[config.mk]
export PLATFORM = sky130hd
export DESIGN_NAME = tap_calib_ctrl_flat
export DESIGN_NICKNAME = d
export VERILOG_FILES = /design/src/rtl/tap_calib_ctrl_pkg.sv /design/src/rtl/tap_calib_ctrl_if.sv /design/src/rtl/tap_calib_timer.sv /design/src/rtl/tap_calib_ctrl.sv /design/src/flat_wrapper.sv
export SDC_FILE = /design/constraint.sdc
export NUM_CORES = 1
export LEC_CHECK = 0
export BUFFER_PORTS_ARGS = -buffer_cell sky130_fd_sc_hd__buf_2
export CAP_MARGIN = 15
export CORE_ASPECT_RATIO = 0.75
export CORE_MARGIN = 2
export CORE_UTILIZATION = 53
export CTS_CLUSTER_DIAMETER = 100
export DETAILED_ROUTE_END_ITERATION = 10
export PLACE_DENSITY = 0.87
export SLEW_MARGIN = 30
export SYNTH_ARGS = -nofsm -noshare
export SYNTH_HDL_FRONTEND = slang
export SYNTH_HIERARCHICAL = 1
export SYNTH_SLANG_ARGS = --single-unit
[constraint.sdc]
create_clock -name i_clk -period 4.8 [get_ports i_clk]
set_clock_uncertainty 0.1 [all_clocks]
set_input_delay 0.96 -clock i_clk [delete_from_list [all_inputs] [get_ports i_clk]]
set_output_delay 0.96 -clock i_clk [all_outputs]
set_load 0.02 [all_outputs]
[src/rtl/tap_calib_ctrl_pkg.sv]
// tap_calib_ctrl_pkg: FSM state encoding and timer sizing helper shared by the tap calibration controller files.
package tap_calib_ctrl_pkg;

  localparam logic [3:0] ST_IDLE   = 4'd0;
  localparam logic [3:0] ST_CLR    = 4'd1;
  localparam logic [3:0] ST_SETTLE = 4'd2;
  localparam logic [3:0] ST_SAMPLE = 4'd3;
  localparam logic [3:0] ST_EVAL   = 4'd4;
  localparam logic [3:0] ST_STEP   = 4'd5;
  localparam logic [3:0] ST_CENTER = 4'd6;
  localparam logic [3:0] ST_DONE   = 4'd7;
  localparam logic [3:0] ST_FAIL   = 4'd8;

  // The timer is loaded with N-1, so clog2 of the longer phase is enough bits.
  function automatic int timer_width(input int settle_cycles, input int sample_cycles);
    int longest;
    longest = (settle_cycles > sample_cycles) ? settle_cycles : sample_cycles;
    return (longest <= 2) ? 1 : $clog2(longest);
  endfunction

endpackage

[src/rtl/tap_calib_ctrl_if.sv]
// tap_calib_ctrl_if: start/status handshake, pattern checker input and tap-counter control bus
// of the tap calibration controller; master = controller side, slave = integrator side.
interface tap_calib_ctrl_if #(
  parameter int WIDTH = 5
);

  logic             i_start;
  logic             i_pattern_ok;
  logic [WIDTH-1:0] i_count;
  logic             i_max;
  logic             o_cnt_inc;
  logic             o_cnt_clr;
  logic             o_cnt_set;
  logic [WIDTH-1:0] o_cnt_set_val;
  logic             o_busy;
  logic             o_done;
  logic             o_fail;
  logic [WIDTH-1:0] o_center_tap;

  modport master (
    input  i_start,
    input  i_pattern_ok,
    input  i_count,
    input  i_max,
    output o_cnt_inc,
    output o_cnt_clr,
    output o_cnt_set,
    output o_cnt_set_val,
    output o_busy,
    output o_done,
    output o_fail,
    output o_center_tap
  );

  modport slave (
    output i_start,
    output i_pattern_ok,
    output i_count,
    output i_max,
    input  o_cnt_inc,
    input  o_cnt_clr,
    input  o_cnt_set,
    input  o_cnt_set_val,
    input  o_busy,
    input  o_done,
    input  o_fail,
    input  o_center_tap
  );

endinterface

[src/rtl/tap_calib_timer.sv]
// tap_calib_timer: loadable down-counter with a zero flag, shared by the settle and sample phases.
module tap_calib_timer #(
  parameter int W = 4
) (
  input  logic         clk,
  input  logic         rst_n,
  input  logic         load,
  input  logic [W-1:0] load_val,
  input  logic         dec,
  output logic         zero
);

  logic [W-1:0] count;

  always_ff @(posedge clk or negedge rst_n) begin
    if (!rst_n) begin
      count <= '0;
    end else if (load) begin
      count <= load_val;
    end else if (dec && (count != '0)) begin
      count <= count - W'(1);
    end
  end

  assign zero = (count == '0);

endmodule

[src/rtl/tap_calib_ctrl.sv]
// tap_calib_ctrl: sweeps the input-delay tap counter, qualifies each tap and loads the centre of a passing eye.
// Build option TAP_CALIB_LONGEST_WIN_EN: full sweep, longest qualifying window wins (earliest on a tie).
module tap_calib_ctrl
  import tap_calib_ctrl_pkg::*;
#(
  parameter int WIDTH         = 5,
  parameter int SETTLE_CYCLES = 8,
  parameter int SAMPLE_CYCLES = 16,
  parameter int MIN_WIN       = 4
) (
  input  logic             i_clk,
  input  logic             i_arst_n,
  tap_calib_ctrl_if.master bus
);

  localparam int TW = timer_width(SETTLE_CYCLES, SAMPLE_CYCLES);

  logic [3:0]       state;
  logic [3:0]       state_nx;
  logic             tmr_load;
  logic             tmr_dec;
  logic             tmr_zero;
  logic [TW-1:0]    tmr_val;
  logic             pass_acc;

  logic             win_open;
  logic             win_open_nx;
  logic [WIDTH-1:0] win_start;
  logic [WIDTH-1:0] win_start_nx;
  logic             best_valid;
  logic             best_valid_nx;
  logic [WIDTH-1:0] best_start;
  logic [WIDTH-1:0] best_start_nx;
  logic [WIDTH-1:0] best_end;
  logic [WIDTH-1:0] best_end_nx;
`ifdef TAP_CALIB_LONGEST_WIN_EN
  logic [WIDTH:0]   best_len;
  logic [WIDTH:0]   best_len_nx;
`endif

  logic             close;
  logic [WIDTH-1:0] close_start;
  logic [WIDTH-1:0] close_end;
  logic [WIDTH:0]   close_len;
  logic             qualify;
  logic             record;
  logic [WIDTH:0]   center_sum;
  logic [WIDTH-1:0] center_nx;

  // Reloaded on every entry to SETTLE and again on the SETTLE->SAMPLE hand-over.
  assign tmr_load = (state == ST_CLR) || (state == ST_STEP) || ((state == ST_SETTLE) && tmr_zero);
  assign tmr_val  = (state == ST_SETTLE) ? TW'(SAMPLE_CYCLES - 1) : TW'(SETTLE_CYCLES - 1);
  assign tmr_dec  = (state == ST_SETTLE) || (state == ST_SAMPLE);

  tap_calib_timer #(
    .W(TW)
  ) u_timer (
    .clk     (i_clk),
    .rst_n   (i_arst_n),
    .load    (tmr_load),
    .load_val(tmr_val),
    .dec     (tmr_dec),
    .zero    (tmr_zero)
  );

  // Window tracking: lengths use one extra bit so a window spanning every tap does not wrap.
  always_comb begin
    win_open_nx   = win_open;
    win_start_nx  = win_start;
    best_valid_nx = best_valid;
    best_start_nx = best_start;
    best_end_nx   = best_end;
`ifdef TAP_CALIB_LONGEST_WIN_EN
    best_len_nx   = best_len;
`endif
    close         = 1'b0;
    close_start   = win_start;
    close_end     = bus.i_count;

    if (state == ST_CLR) begin
      win_open_nx   = 1'b0;
      win_start_nx  = '0;
      best_valid_nx = 1'b0;
      best_start_nx = '0;
      best_end_nx   = '0;
`ifdef TAP_CALIB_LONGEST_WIN_EN
      best_len_nx   = '0;
`endif
    end else if (state == ST_EVAL) begin
      if (!pass_acc && win_open) begin
        close       = 1'b1;
        close_end   = bus.i_count - WIDTH'(1);
        win_open_nx = 1'b0;
      end else if (pass_acc && bus.i_max) begin
        close       = 1'b1;
        close_start = win_open ? win_start : bus.i_count;
        win_open_nx = 1'b0;
      end else if (pass_acc && !win_open) begin
        win_open_nx  = 1'b1;
        win_start_nx = bus.i_count;
      end
    end

    close_len = {1'b0, close_end} - {1'b0, close_start} + (WIDTH+1)'(1);
    qualify   = close && (close_len >= (WIDTH+1)'(MIN_WIN));
`ifdef TAP_CALIB_LONGEST_WIN_EN
    record    = qualify && (!best_valid || (close_len > best_len));
`else
    record    = qualify && !best_valid;
`endif

    if (record) begin
      best_valid_nx = 1'b1;
      best_start_nx = close_start;
      best_end_nx   = close_end;
`ifdef TAP_CALIB_LONGEST_WIN_EN
      best_len_nx   = close_len;
`endif
    end

    center_sum = {1'b0, best_start_nx} + {1'b0, best_end_nx};
    center_nx  = center_sum[WIDTH:1];
  end

  always_comb begin
    state_nx = state;
    case (state)
      ST_IDLE, ST_DONE, ST_FAIL: if (bus.i_start) state_nx = ST_CLR;
      ST_CLR:    state_nx = ST_SETTLE;
      ST_SETTLE: if (tmr_zero) state_nx = ST_SAMPLE;
      ST_SAMPLE: if (tmr_zero) state_nx = ST_EVAL;
`ifdef TAP_CALIB_LONGEST_WIN_EN
      ST_EVAL:   state_nx = bus.i_max ? ST_CENTER : ST_STEP;
`else
      ST_EVAL:   state_nx = (record || bus.i_max) ? ST_CENTER : ST_STEP;
`endif
      ST_STEP:   state_nx = ST_SETTLE;
      ST_CENTER: state_nx = best_valid ? ST_DONE : ST_FAIL;
      default:   state_nx = ST_IDLE;
    endcase
  end

  // Outputs are registered from the next state so each strobe is high exactly in the state that owns it.
  always_ff @(posedge i_clk or negedge i_arst_n) begin
    if (!i_arst_n) begin
      state             <= ST_IDLE;
      pass_acc          <= 1'b0;
      win_open          <= 1'b0;
      win_start         <= '0;
      best_valid        <= 1'b0;
      best_start        <= '0;
      best_end          <= '0;
`ifdef TAP_CALIB_LONGEST_WIN_EN
      best_len          <= '0;
`endif
      bus.o_cnt_inc     <= 1'b0;
      bus.o_cnt_clr     <= 1'b0;
      bus.o_cnt_set     <= 1'b0;
      bus.o_cnt_set_val <= '0;
      bus.o_busy        <= 1'b0;
      bus.o_done        <= 1'b0;
      bus.o_fail        <= 1'b0;
      bus.o_center_tap  <= '0;
    end else begin
      state      <= state_nx;
      win_open   <= win_open_nx;
      win_start  <= win_start_nx;
      best_valid <= best_valid_nx;
      best_start <= best_start_nx;
      best_end   <= best_end_nx;
`ifdef TAP_CALIB_LONGEST_WIN_EN
      best_len   <= best_len_nx;
`endif

      if (state == ST_SETTLE) begin
        pass_acc <= 1'b1;
      end else if (state == ST_SAMPLE) begin
        pass_acc <= pass_acc & bus.i_pattern_ok;
      end

      bus.o_cnt_inc <= (state_nx == ST_STEP);
      bus.o_cnt_clr <= (state_nx == ST_CLR) || ((state_nx == ST_CENTER) && !best_valid_nx);
      bus.o_cnt_set <= (state_nx == ST_CENTER) && best_valid_nx;
      if ((state_nx == ST_CENTER) && best_valid_nx) begin
        bus.o_cnt_set_val <= center_nx;
      end
      if (state == ST_CENTER) begin
        bus.o_center_tap <= best_valid ? bus.o_cnt_set_val : '0;
      end

      bus.o_busy <= (state_nx inside {ST_CLR, ST_SETTLE, ST_SAMPLE, ST_EVAL, ST_STEP, ST_CENTER});
      bus.o_done <= (state_nx == ST_DONE);
      bus.o_fail <= (state_nx == ST_FAIL);
    end
  end

endmodule

[src/flat_wrapper.sv]
// flat-port wrapper written by rule: the top's interface ports become plain ports
module tap_calib_ctrl_flat import tap_calib_ctrl_pkg::*;
#(
  parameter int WIDTH         = 5,
  parameter int SETTLE_CYCLES = 8,
  parameter int SAMPLE_CYCLES = 16,
  parameter int MIN_WIN       = 4
)
  (i_clk, i_arst_n, bus_i_start, bus_i_pattern_ok, bus_i_count, bus_i_max, bus_o_cnt_inc, bus_o_cnt_clr, bus_o_cnt_set, bus_o_cnt_set_val, bus_o_busy, bus_o_done, bus_o_fail, bus_o_center_tap);
  tap_calib_ctrl_if #(.WIDTH(WIDTH)) bus_i ();
  input  logic i_clk;
  input  logic i_arst_n;
  input wire logic [$bits(bus_i.i_start)-1:0] bus_i_start;
  input wire logic [$bits(bus_i.i_pattern_ok)-1:0] bus_i_pattern_ok;
  input wire logic [$bits(bus_i.i_count)-1:0] bus_i_count;
  input wire logic [$bits(bus_i.i_max)-1:0] bus_i_max;
  output wire logic [$bits(bus_i.o_cnt_inc)-1:0] bus_o_cnt_inc;
  output wire logic [$bits(bus_i.o_cnt_clr)-1:0] bus_o_cnt_clr;
  output wire logic [$bits(bus_i.o_cnt_set)-1:0] bus_o_cnt_set;
  output wire logic [$bits(bus_i.o_cnt_set_val)-1:0] bus_o_cnt_set_val;
  output wire logic [$bits(bus_i.o_busy)-1:0] bus_o_busy;
  output wire logic [$bits(bus_i.o_done)-1:0] bus_o_done;
  output wire logic [$bits(bus_i.o_fail)-1:0] bus_o_fail;
  output wire logic [$bits(bus_i.o_center_tap)-1:0] bus_o_center_tap;
  assign bus_i.i_start = bus_i_start;
  assign bus_i.i_pattern_ok = bus_i_pattern_ok;
  assign bus_i.i_count = bus_i_count;
  assign bus_i.i_max = bus_i_max;
  assign bus_o_cnt_inc = bus_i.o_cnt_inc;
  assign bus_o_cnt_clr = bus_i.o_cnt_clr;
  assign bus_o_cnt_set = bus_i.o_cnt_set;
  assign bus_o_cnt_set_val = bus_i.o_cnt_set_val;
  assign bus_o_busy = bus_i.o_busy;
  assign bus_o_done = bus_i.o_done;
  assign bus_o_fail = bus_i.o_fail;
  assign bus_o_center_tap = bus_i.o_center_tap;
  tap_calib_ctrl #(.WIDTH(WIDTH), .SETTLE_CYCLES(SETTLE_CYCLES), .SAMPLE_CYCLES(SAMPLE_CYCLES), .MIN_WIN(MIN_WIN)) u_core (.i_clk(i_clk), .i_arst_n(i_arst_n), .bus(bus_i));
endmodule
## Yosys cells after proc, flatten, opt, wreduce, memory -nomap -nowiden

Cells that the tools add are included.

- Mux-type cells: 40
- Bitwise gates (word level): 1
- Add/subtract/negate cells: 5
- Eq/ne operators: 18
- Order comparisons: 1
- Reduce and logical (&&, ||, !) cells: 31

Operators by type and width:

| kind | count |
|---|---|
| $mux W5 | 18 |
| $eq A4 B3 Y1 const B | 8 |
| $mux W4 | 7 |
| $pmux W4 S6 | 1 |
| $eq A4 B2 Y1 const B | 4 |
| $mux W1 | 13 |
| $logic_and A1 B1 Y1 | 9 |
| $eq A4 B1 Y1 const B | 2 |
| $eq A4 B4 Y1 const B | 2 |
| $logic_not A4 Y1 | 2 |
| $reduce_bool A2 Y1 | 4 |
| $reduce_bool A4 Y1 | 2 |
| $add A5 B5 Y6 | 1 |
| $add A6 B1 Y6 const B | 1 |
| $ge A6 B3 Y1 const B | 1 |
| $reduce_bool A6 Y1 | 1 |
| $sub A5 B5 Y6 | 1 |
| $logic_or A1 B1 Y1 | 5 |
| $sub A5 B1 Y5 const B | 1 |
| $logic_not A1 Y1 | 4 |
| $ne A2 B1 Y1 const B | 2 |
| $reduce_and A4 Y1 | 1 |
| $sub A4 B1 Y4 const B | 1 |
| $reduce_or A3 Y1 | 1 |
| 4 further kinds | 4 |

- Input bits: 10
- Register bits after elaboration: 42
- Output and inout bits: 16

## Logic depth before layout (Yosys ltp)

Gate-level depths: netlist of run 1.

- Depth after elaboration: 16
- Mapped depth: 24

## By module

The synthesis of run 1 kept the hierarchy.

By module, submodules not included:

| module | cells an instance | area each (µm²) | times used |
|---|---|---|---|
| tap_calib_ctrl | 245 | 2258.4 | 1 |
| tap_calib_timer | 27 | 270.3 | 1 |

## Worst setup path before layout of run 1

Ideal clock, no wire load.

- Path type: reg-to-reg
- Start point: register u_core.state[1]
- End point: register u_core.bus.o_cnt_set_val[2]
- Data required time: 4.580 ns
- Period minus slack after synthesis: 5.321 ns
- Path slack: -0.521 ns
- Cell stages (with the launch flop): 21
- Data arrival time: 5.101 ns
- Library setup time: 0.120 ns
- Path through: dfrtp_1 > buf_6 > nor4b_2 > nand4_1 > a21oi_1 > inv_1 > ha_1 > inv_1 > ha_1 > fa_1 > a211oi_1 > o311a_1 > o211ai_1 > nand2_2 > clkbuf_1 > clkbuf_1 > o21ai_0 > ha_1 > or4_4 > a31o_1 > a31o_1

- Elaborated cells on any way between the ends: 37
- Those cells by class: 3 x add/sub; 1 x order compare; 9 x eq/ne; 17 x mux; 7 x reduce/logical

RTL lines:

| item | RTL line | source |
|---|---|---|
| from (decl) | tap_calib_ctrl.sv:18 | `logic [3:0] state;` |
| from (signal assigned) | tap_calib_ctrl.sv:165 | `state <= state_nx;` |
| $eq A4 B3 Y1 | tap_calib_ctrl.sv:89 | `end else if (state == ST_EVAL) begin` |
| $mux W5 | tap_calib_ctrl.sv:89 |  |
| $mux W5 | tap_calib_ctrl.sv:80 | `if (state == ST_CLR) begin` |
| $sub A5 B5 Y6 | tap_calib_ctrl.sv:104 | `close_len = {1'b0, close_end} - {1'b0, close_start} + (WIDTH+1)'(1);` |
| $add A6 B1 Y6 | tap_calib_ctrl.sv:104 |  |
| $ge A6 B3 Y1 | tap_calib_ctrl.sv:105 | `qualify = close && (close_len >= (WIDTH+1)'(MIN_WIN));` |
| $logic_and A1 B1 Y1 | tap_calib_ctrl.sv:105 |  |
| $logic_and A1 B1 Y1 | tap_calib_ctrl.sv:109 | `record = qualify && !best_valid;` |
| $mux W5 * | tap_calib_ctrl.sv:112 | `if (record) begin` |
| net u_core.best_start_nx[2] | tap_calib_ctrl.sv:33 | `logic [WIDTH-1:0] best_start_nx;` |
| $add A5 B5 Y6 * | tap_calib_ctrl.sv:121 | `center_sum = {1'b0, best_start_nx} + {1'b0, best_end_nx};` |
| to (signal assigned) | tap_calib_ctrl.sv:185 | `bus.o_cnt_set_val <= center_nx;` |
| to (decl) | tap_calib_ctrl_if.sv:28 | `output o_cnt_set_val,` |

Mark *: on every way through the listed nets, which the timed path passes. The rest lies on a longest branch.
A chain may end at the register's enable or synchronous reset.

## Final worst setup path of run 1

- Start point: register u_core.state[3]
- End point: register u_core.bus.o_cnt_set_val[2]

- Elaborated cells on any way between the ends: 37
- Those cells by class: 3 x add/sub; 1 x order compare; 9 x eq/ne; 17 x mux; 7 x reduce/logical

RTL lines:

| item | RTL line | source |
|---|---|---|
| $eq A4 B3 Y1 | tap_calib_ctrl.sv:89 |  |
| $mux W5 | tap_calib_ctrl.sv:89 |  |
| $mux W5 | tap_calib_ctrl.sv:80 |  |
| $sub A5 B5 Y6 | tap_calib_ctrl.sv:104 |  |
| $add A6 B1 Y6 | tap_calib_ctrl.sv:104 |  |
| $ge A6 B3 Y1 | tap_calib_ctrl.sv:105 |  |
| $logic_and A1 B1 Y1 | tap_calib_ctrl.sv:105 |  |
| $logic_and A1 B1 Y1 | tap_calib_ctrl.sv:109 |  |
| $mux W5 * | tap_calib_ctrl.sv:112 |  |
| net u_core.best_end_nx[2] | tap_calib_ctrl.sv:35 | `logic [WIDTH-1:0] best_end_nx;` |
| $add A5 B5 Y6 * | tap_calib_ctrl.sv:121 |  |

Marked as above.

==> results of run 1 <==
logic make-up after synthesis:
family                   after synthesis  share of synthesized area (%)
adder cells (fa/ha/maj)               17                           9.01
buffers and inverters                 32                           5.44
AND/OR/NAND/NOR                       99                           20.6
AO/OA/AOI/OAI                         63                           16.3
other                                  1                          0.148
multiplexers                          10                           4.11
flip-flops                            42                           41.6
XOR/XNOR                               8                           2.77
registers in the layout (all words and copies together) (netlist names):
register,flops
u_core/bus.o_cnt_set_val,5
u_core/bus.o_cnt_clr,1
u_core/win_start,5
u_core/u_timer/count,4
u_core/bus.o_cnt_set,1
u_core/bus.o_done,1
u_core/bus.o_fail,1
u_core/pass_acc,1
u_core/best_valid,1
u_core/bus.o_cnt_inc,1
u_core/best_start,5
u_core/best_end,5
u_core/bus.o_busy,1
u_core/state,4
u_core/bus.o_center_tap,5
u_core/win_open,1
path summary, 6_finish.rpt:
path / slack (ps) / startpoint / endpoint
min in group asynchronous: 520 / i_arst_n / u_core/bus.o_cnt_set_val[4]$_DFFE_PN0P_
hold / removal: 380 / u_core/bus.o_center_tap[2]$_DFFE_PN0N_ / u_core/bus.o_center_tap[2]$_DFFE_PN0N_
max in group asynchronous: 3710 / i_arst_n / u_core/best_end[1]$_DFF_PN0_
setup / recovery: -30 / u_core/state[3]$_DFF_PN0_ / u_core/bus.o_cnt_set_val[2]$_DFFE_PN0P_
hold reg to reg: 380 / u_core/bus.o_center_tap[2]$_DFFE_PN0N_ / u_core/bus.o_center_tap[2]$_DFFE_PN0N_
setup reg to reg: -30 / u_core/state[3]$_DFF_PN0_ / u_core/bus.o_cnt_set_val[2]$_DFFE_PN0P_
critical path: stages (launching register included):
cell and delay [ps]:
dfrtp_1 430, nor4b_4 440, nand4_1 300, a21oi_2 240
inv_1 60, ha_1 280, inv_1 60, ha_2 200
fa_2 380, a211oi_4 280, o21ai_2 80, o211ai_1 170
nand2_2 140, and3_1 190, a31o_2 230, ha_2 190
or4_4 540, a31o_1 200, a31o_1 200
cell type report:
cell class | instances | area [µm²] | area share (%)
inverter | 21 | 78.8 | 2.45
tap | 57 | 71.3 | 2.22
clock inverter | 3 | 43.8 | 1.36
multi-input combinational | 201 | 1520 | 47.2
clock buffer | 5 | 68.8 | 2.14
sequential | 42 | 1050 | 32.6
timing repair buffer | 58 | 387 | 12.0
metrics by stage:
step | setup slack [ps] | cell area, µm² | hold slack, ps | setup TNS [ps]
3_5_place_dp | -113 | 2890 | 365 | -296
3_3_place_gp | -37.1 | 2890 | 358 | -68.5
2_1_floorplan | 9.90 | 2580 | 360 | 0
5_1_grt | -153 | 3220 | 437 | -380
6_report | -29.2 | 3220 | 378 | -44.6
4_1_cts | 3.45 | 3020 | 385 | 0
routing by layer:
| metal | track usage (%) | part of all wire, % | vias up |
|---|---|---|---|
| li1 | - | - | 1062 |
| met1 | 32.8 | 44 | 1079 |
| met2 | 38.3 | 48 | 90 |
| met3 | 4.91 | 5.8 | 19 |
| met4 | 8.87 | 2.0 | 0 |
| met5 | 0 | 0 | - |
power breakdown:
part | switching, W | internal (W)
logic | 0.000489 | 0.000360
registers | 0.0000946 | 0.000466
clock network | 0.000137 | 0.000156
repair_timing:
action | in CTS | in global routing
endpoints found under the hold margin | 0 | 0
endpoints found under the setup margin | 2 | 3
buffers inserted | 1 | 7
cloned | 0 | 1
resized for setup | 1 | 33
pin swaps | 2 | 16
hold buffers | 0 | 0
cell usage in the layout, fill, tap and decap left out, drive strengths merged, types with 4 or more instances in the layout:
cell type	synthesis	final
mux2i	7	7
nand3	12	12
dfrtp	42	42
ha	15	15
and3	5	5
inv	21	22
clkbuf	6	5
buf	5	58
nor2	28	28
nor3	4	4
a21oi	16	16
nand2	26	27
xnor2	4	4
a211oi	5	5
o21ai	21	21
a31o	5	5
xor2	4	4
==> run summary, run 1 <==
HPWL Detailed: 4220 µm
drt initial violations: 186
Max H-tree Level: 2
Area contributors post-synth: dfrtp_1 42%, ha_1 7.4%, nor2_1 4.2%
Fin. Hold Viols: 0
Avg Cell Area, Syn: 9.30 µm²
io pins: 26
number of global-route vias before repair: 2181
routed wire length: 6490 µm
Netlist Area Pre-Place: 2530 µm²
worst vdd ir: 410 µV
setup slack after layout: -29.2 ps
core area: 4520 µm²
Final Util: 71.2%
Non-Filler Instances: 387
CTS sink count: 42
largest net degree at the start of global routing: 43
Post-synth EDFFs: 0
top-area cell type share of the netlist area: 41.6%
cell leakage power: 1.57 nW
GRT overflow: 0
final-report setup violation count: 2
fill count: 324
Die X: 83.8 µm
Worst setup EP type: register
die height: 63.8 µm
FMAX: 207 MHz
Via Count: 2250
drt drc: 0
total power: 0.00170 W
status: finished with violations
ANT nets after route: 0
Reg2Reg Depth: 18
wire length per cell: 16.8 µm
crit share post-route: 101%
share of cells above drive strength 1: 34.2%
Synth cell types: 52
actual slew at the worst max-slew pin: 828 ps
clk root buf: clkbuf_8
most common cell in the netlist: dfrtp_1
Synth top cells by count: 42 x dfrtp_1, 28 x nor2_1, 25 x nand2_1
cell row count: 21
Ys Warns: 6
vias per inst: 5.81
MaxCap Viol Count: 0
first-pass GRT wire length: 10100 µm
worst hold path class: register to register
Post-Syn Instances: 272
failing checks: negative setup slack
Required @ worst endpoint: 4900 ps
min cycle time layout: 4830 ps
sequential share of the synthesized area: 41.6%
I/O Buffers: 25
CTS tree: built
Initial Util: 56.0%
Reg clk slew, reported paths: 90 ps
initial antenna violation count: 0
PD cells: 529 nW/µm²
die area: 5350 µm²
Pre-antenna DRT Iters: 5
fraction of registers with async set/reset: 100%
Final #Nets: 356
Hold Path Depth: 2
total CTS buffers: 5
fin. max-slew vios: 0
Area Overhead vs Synth: 27.3%
Crit Path Category: register to register
insertion delay to the later sink of the worst-skew pair: 310 ps
dpl cells: 371
GP Congestion: 0.875
Synth Register Bits: 42
crit path max fanout: 5
ys flop type: dfrtp_1
RSZ-0062 raised after global routing: yes
diodes inserted: 0
CTS Buffer Depth: 2
CP Launch Type: register
Arrival @ worst endpoint: 4930 ps
max_slew headroom: 44.7%
GRT Resource Usage Total: 24.1%
cell taking the most area after synthesis: dfrtp_1
No activity file was read; power rests on OpenSTA's default activity.
==> run 2, diff against run 1 <==
--- a/config.mk
+++ b/config.mk
@@ -9,10 +9,10 @@
 export CAP_MARGIN = 15
 export CORE_ASPECT_RATIO = 0.75
 export CORE_MARGIN = 2
-export CORE_UTILIZATION = 53
+export CORE_UTILIZATION = 25
 export CTS_CLUSTER_DIAMETER = 100
 export DETAILED_ROUTE_END_ITERATION = 10
-export PLACE_DENSITY = 0.87
+export PLACE_DENSITY = 0.53
 export SLEW_MARGIN = 30
 export SYNTH_ARGS = -nofsm -noshare
 export SYNTH_HDL_FRONTEND = slang
==> constraint.sdc (replaced) <==
create_clock -name i_clk -period 4.8 [get_ports i_clk]
set_clock_uncertainty 0.1 [all_clocks]
set_input_delay 0.48 -clock i_clk [delete_from_list [all_inputs] [get_ports i_clk]]
set_output_delay 0.48 -clock i_clk [all_outputs]
set_load 0.02 [all_outputs]
==> run 2 against run 1 <==
  * The flow now finishes without violations
  * Maximum frequency grew 5.3%
  * Count of clock-buffer cells in the layout grew 1
  * Final cell count grew 15%
  * Critical path depth grew 3
  * Clock power grew 18%
  * Register-to-register slack gained 240 ps
  * Non-clock buffer count shrank 16
  * Combinational power shrank 9.4%
  * Total power shrank 1.4%
  * First-iteration DRC count shrank 52%
==> run summary, run 2 (synthesis gave the netlist of run 1 again) <==
worst hold margin: 78.1 ps
largest net degree at the start of global routing: 43
GRT overflow: 0
drt drc: 0
wire length per cell: 13.5 µm
cell leakage power: 1.51 nW
worst vdd ir: 141 µV
routed wire length: 6030 µm
status: finished clean
total power: 0.00168 W
Via Count: 2064
die area: 10900 µm²
total CTS buffers: 5
Required @ worst endpoint: 4860 ps
cell row count: 31
diodes inserted: 0
worst slack at placement: 102 ps
CTS tree: built
initial antenna violation count: 0
CP Launch Type: register
crit path max fanout: 4
Area Overhead vs Synth: 25.5%
GRT Resource Usage Total: 11.4%
leading cell type in the layout, fill and taps excluded: dfrtp_1
worst hold path class: input port to async pin
number of global-route vias before repair: 2012
commonest non-fill, non-tap cells in the layout: 42 x dfrtp_1, 26 x nor2_1, 24 x buf_2, 24 x nand2_1, 21 x inv_1
MaxCap Viol Count: 0
Worst setup EP type: register
I/O Buffers: 25
min cycle time layout: 4580 ps
share of cells above drive strength 1: 27.7%
fill count: 994
setup slack after layout: 215 ps
Pre-antenna DRT Iters: 4
drt initial violations: 90
Final #Nets: 340
area occupied by multi-input gates: 1470 µm²
CTS sink count: 42
Max H-tree Level: 2
ANT nets after route: 0
Arrival @ worst endpoint: 4640 ps
insertion delay to the later sink of the worst-skew pair: 290 ps
Die X: 120 µm
max_slew headroom: 49.5%
GP Congestion: 0.795
vias per inst: 4.63
clk root buf: clkbuf_16
Fin. Hold Viols: 0
FMAX: 218 MHz
PD cells: 528 nW/µm²
HPWL Detailed: 4370 µm
Reg clk slew, reported paths: 60 ps
actual slew at the worst max-slew pin: 756 ps
die height: 91.1 µm
Register Area: 1050 µm²
CTS hold repair buffers: 0
crit share post-route: 95.5%
Crit Path Category: register to register
setup TNS: 0 ps
core area: 9740 µm²
fin. max-slew vios: 0
CTS Buffer Depth: 2
Initial Util: 26.0%
first-pass GRT wire length: 9970 µm
final-report setup violation count: 0
io pins: 26
run 2: what timing repair did:
item | 4_1_cts | 5_1_grt
setup endpoints to repair | 0 | 3
setup buffers | 0 | 7
resized for setup | 0 | 22
run 2: final timing paths:
check,slack (ps),cells after the start,startpoint,endpoint
hold / removal,80,1,i_arst_n,u_core/bus.o_cnt_set_val[1]$_DFFE_PN0P_
min in group i_clk,320,2,bus_i_start,u_core/bus.o_done$_DFF_PN0_
hold reg to reg,370,2,u_core/bus.o_center_tap[4]$_DFFE_PN0N_,u_core/bus.o_center_tap[4]$_DFFE_PN0N_
setup / recovery,220,21,u_core/state[1]$_DFF_PN0_,u_core/bus.o_cnt_set_val[4]$_DFFE_PN0P_
max in group asynchronous,4150,1,i_arst_n,u_core/bus.o_cnt_set_val[0]$_DFFE_PN0P_
setup reg to reg,220,21,u_core/state[1]$_DFF_PN0_,u_core/bus.o_cnt_set_val[4]$_DFFE_PN0P_
run 2: layout make-up:
type | instances | area share (%)
flip-flops and latches | 42 | 33.1
repair buffers | 42 | 8.16
clock inverters | 2 | 0.394
multi-input cells | 201 | 46.3
clock buffers | 6 | 4.38
inverters | 21 | 2.48
well taps | 132 | 5.20
run 2: metrics by stage:
stage                     utilization (%)  cells  cell area (µm²)
after floorplan                         -    274             2580
after CTS                            31.0    438             3020
final                                32.6    446             3170
after global routing                 32.6    446             3170
after global placement               29.5    430             2870
after detailed placement             29.5    430             2870
run 2: routing by layer:
metal  routed length, µm  global-route usage, %  vias to the layer above
li1                    -                      -                     1032
met1                3260                   17.1                      990
met2                2500                   15.9                       38
met3                 217                   2.89                        4
met4                  44                   3.73                        0
met5                   0                      0                        -
run 2: critical path, stage by stage (launching register included):
cell and delay [ps]:
dfrtp_1 410, nor4b_4 330, nand4_1 170, buf_4 190, a21oi_4 160, inv_1 60, ha_1 270, inv_1 40
ha_2 190, fa_2 360, a211oi_2 230, o21ai_1 80, o211ai_1 200, nand2_2 140, buf_4 160, buf_4 130
and3_1 160, a31o_2 230, ha_1 320, and2_1 190, a311oi_2 250, o22ai_1 100
run 2: power breakdown:
group / total [W] / leakage (nW) / switching [W] / internal, W
Combinational: 0.000769 / 0.884 / 0.000445 / 0.000324
Sequential: 0.000563 / 0.555 / 0.0000961 / 0.000467
Clock: 0.000346 / 0.0729 / 0.000140 / 0.000206
